===== config.mk =====
export PLATFORM = sky130hd
export DESIGN_NAME = booth_multiplier_8_bits
export DESIGN_NICKNAME = d
export VERILOG_FILES = /design/src/rtl/booth_multiplier_8_bits_pkg.sv /design/src/rtl/adder_subtr_8_bits.sv /design/src/rtl/booth_multiplier_8_bits.sv
export SDC_FILE = /design/constraint.sdc
export NUM_CORES = 1
export LEC_CHECK = 0
export BUFFER_PORTS_ARGS = -buffer_cell sky130_fd_sc_hd__buf_2
export CAP_MARGIN = 25
export CORE_ASPECT_RATIO = 1.2
export CORE_MARGIN = 2
export CORE_UTILIZATION = 40
export DETAILED_ROUTE_END_ITERATION = 10
export PLACE_DENSITY = 0.71
export SYNTH_ARGS = -nofsm -noshare
export SYNTH_HDL_FRONTEND = slang
export SYNTH_HIERARCHICAL = 1
export SYNTH_SLANG_ARGS = --single-unit

===== constraint.sdc =====
create_clock -name clk -period 3.8 [get_ports clk]
set_input_delay 0.19 -clock clk [delete_from_list [all_inputs] [get_ports clk]]
set_output_delay 0.19 -clock clk [all_outputs]
set_load 0.01 [all_outputs]

===== src/rtl/booth_multiplier_8_bits_pkg.sv =====
// booth_multiplier_8_bits_pkg: FSM state encoding and iteration constants for the Booth multiplier
package booth_multiplier_8_bits_pkg;
  typedef enum logic [1:0] {
    S_IDLE = 2'd0,
    S_RUN  = 2'd1,
    S_DONE = 2'd2
  } state_t;
  localparam int ITER = 8;
  localparam int CNT_W = 3;
  localparam logic [CNT_W-1:0] LAST = CNT_W'(ITER - 1);
endpackage


===== src/rtl/adder_subtr_8_bits.sv =====
// adder_subtr_8_bits: 8-bit adder/subtractor, sum = a + b (m=0) or a - b (m=1); ports a, b, m in; sum, co out
module adder_subtr_8_bits (
  input  logic [7:0] a,
  input  logic [7:0] b,
  input  logic       m,
  output logic [7:0] sum,
  output logic       co
);
  assign {co, sum} = {1'b0, a} + {1'b0, b ^ {8{m}}} + 9'(m);
endmodule


===== src/rtl/booth_multiplier_8_bits.sv =====
// booth_multiplier_8_bits: sequential signed 8x8 radix-2 Booth multiplier; clk, rst, start, multiplicand, multiplier in; busy, done, product out
module booth_multiplier_8_bits
  import booth_multiplier_8_bits_pkg::*;
(
  input  logic        clk,
  input  logic        rst,
  input  logic        start,
  input  logic [7:0]  multiplicand,
  input  logic [7:0]  multiplier,
  output logic        busy,
  output logic        done,
  output logic [15:0] product
);
  state_t state, state_nx;
  logic [7:0] a_r, q_r, m_r;
  logic q_m1;
  logic [CNT_W-1:0] count;
  logic accept, sub, op, ovf, s;
  logic [7:0] add_sum, res, b_eff, a_nx, q_nx;
  adder_subtr_8_bits u_add (
    .a   (a_r),
    .b   (m_r),
    .m   (sub),
    .sum (add_sum),
    .co  ()
  );
  assign accept = start && (state == S_IDLE || state == S_DONE);
  assign sub    = q_r[0] & ~q_m1;
  assign op     = q_r[0] ^ q_m1;
  assign b_eff  = m_r ^ {8{sub}};
  assign res    = op ? add_sum : a_r;
  // The 9-bit true result may overflow 8 bits (e.g. 0 - (-128)); the shifted-in sign must be the true sign, not sum[7].
  assign ovf    = op & (a_r[7] == b_eff[7]) & (res[7] != a_r[7]);
  assign s      = res[7] ^ ovf;
  assign a_nx   = {s, res[7:1]};
  assign q_nx   = {res[0], q_r[7:1]};
  assign busy   = (state == S_RUN);
  assign done   = (state == S_DONE);
  always_comb begin
    state_nx = S_IDLE;
    if (accept) state_nx = S_RUN;
    else if (state == S_RUN) state_nx = (count == LAST) ? S_DONE : S_RUN;
  end
  always_ff @(posedge clk) begin
    if (rst) begin
      state   <= S_IDLE;
      a_r     <= '0;
      q_r     <= '0;
      m_r     <= '0;
      q_m1    <= 1'b0;
      count   <= '0;
      product <= '0;
    end else begin
      state <= state_nx;
      if (accept) begin
        a_r   <= '0;
        q_r   <= multiplier;
        m_r   <= multiplicand;
        q_m1  <= 1'b0;
        count <= '0;
      end else if (state == S_RUN) begin
        a_r   <= a_nx;
        q_r   <= q_nx;
        q_m1  <= q_r[0];
        count <= count + 1'b1;
        if (count == LAST) product <= {a_nx, q_nx};
      end
    end
  end
endmodule

==> reports/results.ini <==
[finish]
finalNetCount = 307
area_growth_pct = 9.87
antenna_cells = 0
fin_util = 0.459
layout-drive-gt1-share = 0.205
mostFrequentLayoutCell = dfxtp_1
finalNonFillerCells = 340
layout_common_cells = dfxtp_1 (46), nand2_1 (38), buf_2 (36)
design_area_mm2 = 0.00247

[critical_path]
critPathCaptureType = flop
crit_arrival_ns = 3.06
start_kind = flop
path_class = reg2reg
reg2reg_slack_ns = 0.95
critPathRequiredTime_ns = 4.01
cp_max_fo = 9

[global_route]
grt_pass1_vias = 1706
grt-ovfl-total = 0
grt_max_degree = 36
grt_pass1_wl_mm = 7.88
grt.total_usage = 0.161
antenna_found_initial = 0

[placed_design]
gp_congestion = 0.765
placed_area_mm2 = 0.00238
portBuffers = 36
dp.cells = 332
place_hpwl_mm = 3.24
pre_cts_ws_ns = 1.02

[clock_tree]
cts_buffers = 5
cts_hold_buf = 0
clock_path_buffers = 2
cts_sinks = 46
root_buffer = clkbuf_8
ctsHtreeMaxLevel = 2
cts-resized-gates = 0
insertion_delay_ns = 0.30
clk_pin_slew_ns = 0.09
postCtsSetupBuffers = 0
cts_tree = built

[logic_synthesis]
syn-num-nets = 281
netlist_instances = 251
syn_avg_cell_area_um2 = 8.94
synth_area_mm2 = 0.00224
yosys_warnings = 6

[sta]
maxSlewHeadroom = 0.351
hold_violations = 0
rsz0062_at_grt = no
skew_ns = 0.0100
finalSetupViolations = 0
min_period_over_period = 0.749
worst_pin_slew_ns = 0.974
setup_slack_ns = 0.953
totalNegativeSetupSlack_ns = 0
fmax_ghz = 0.351
holdWs_ns = 0.116
fin_crit_ns = 2.85
slew_violations = 0

[drt]
drc_errors = 0
dr.pass1.iters = 4
drt-total-wl_mm = 4.68
drtIter0Drc = 101
wl_per_cell_um = 13.8
vias = 1802
ant_nets = 0
via_per_inst = 5.30

[power_and_ir_drop]
power_mw = 1.00
vdd.ir_drop.worst_uv = 199
total_leakage_power_nw = 1.06
p_per_area_mw_per_mm2 = 407

[flow_run]
cap_viol_max_count = 0

[die]
rows = 29
die_h_um = 86.1
die_area_mm2 = 0.00623
initial_core_util = 0.418
ios = 37
core-area_mm2 = 0.00537
die_x_um = 72.4

[min_path]
min_path_type = in2reg

[status]
status = finished, final reports clean

==> final cells by class <==
cell class	instances	area, um^2
multi-input combinational	180	1160
clock inverter	3	21.3
clock buffer	5	68.8
sequential	46	921
inverter	7	26.3
timing repair buffer	37	188
fill	550	2900
tap	62	77.6
==> state kept, by name, indices dropped and copies added, names as in the netlist <==
register and cells:
product 16, a_r 8, m_r 8, q_r 8
count 3, state 2, q_m1 1
==> where the power goes <==
group	total (mW)	switching (mW)	internal, mW
logic	0.180	0.105	0.0747
registers	0.521	0.0182	0.503
clock network	0.304	0.175	0.129
==> worst max-delay path: stages, from the launching register on <==
cell	delay (ns)
dfxtp_1	0.37
ha_1	0.47
xor2_1	0.26
inv_1	0.09
fa_1	0.44
nor2b_1	0.18
o31a_1	0.21
o21ai_0	0.10
a31oi_1	0.20
mux2i_1	0.13
a211oi_1	0.30
==> worst paths after layout <==
path                                      start         end  depth (start not counted)
worst max-delay path                     q_r[0]      a_r[5]                         10
worst min-delay path            multiplicand[3]      m_r[3]                          3
worst max register to register           q_r[0]      a_r[5]                         10
worst min register to register       product[6]  product[6]                          2
==> layer usage <==
layer / vias to the layer above / global-route usage / share of wire
met2: 32 / 0.278 / 0.50
li1: 922 / - / -
met1: 842 / 0.196 / 0.45
met3: 6 / 0.0317 / 0.033
met4: 0 / 0.0606 / 0.017
met5: - / 0 / 0
(Power assumes the default switching activity.)
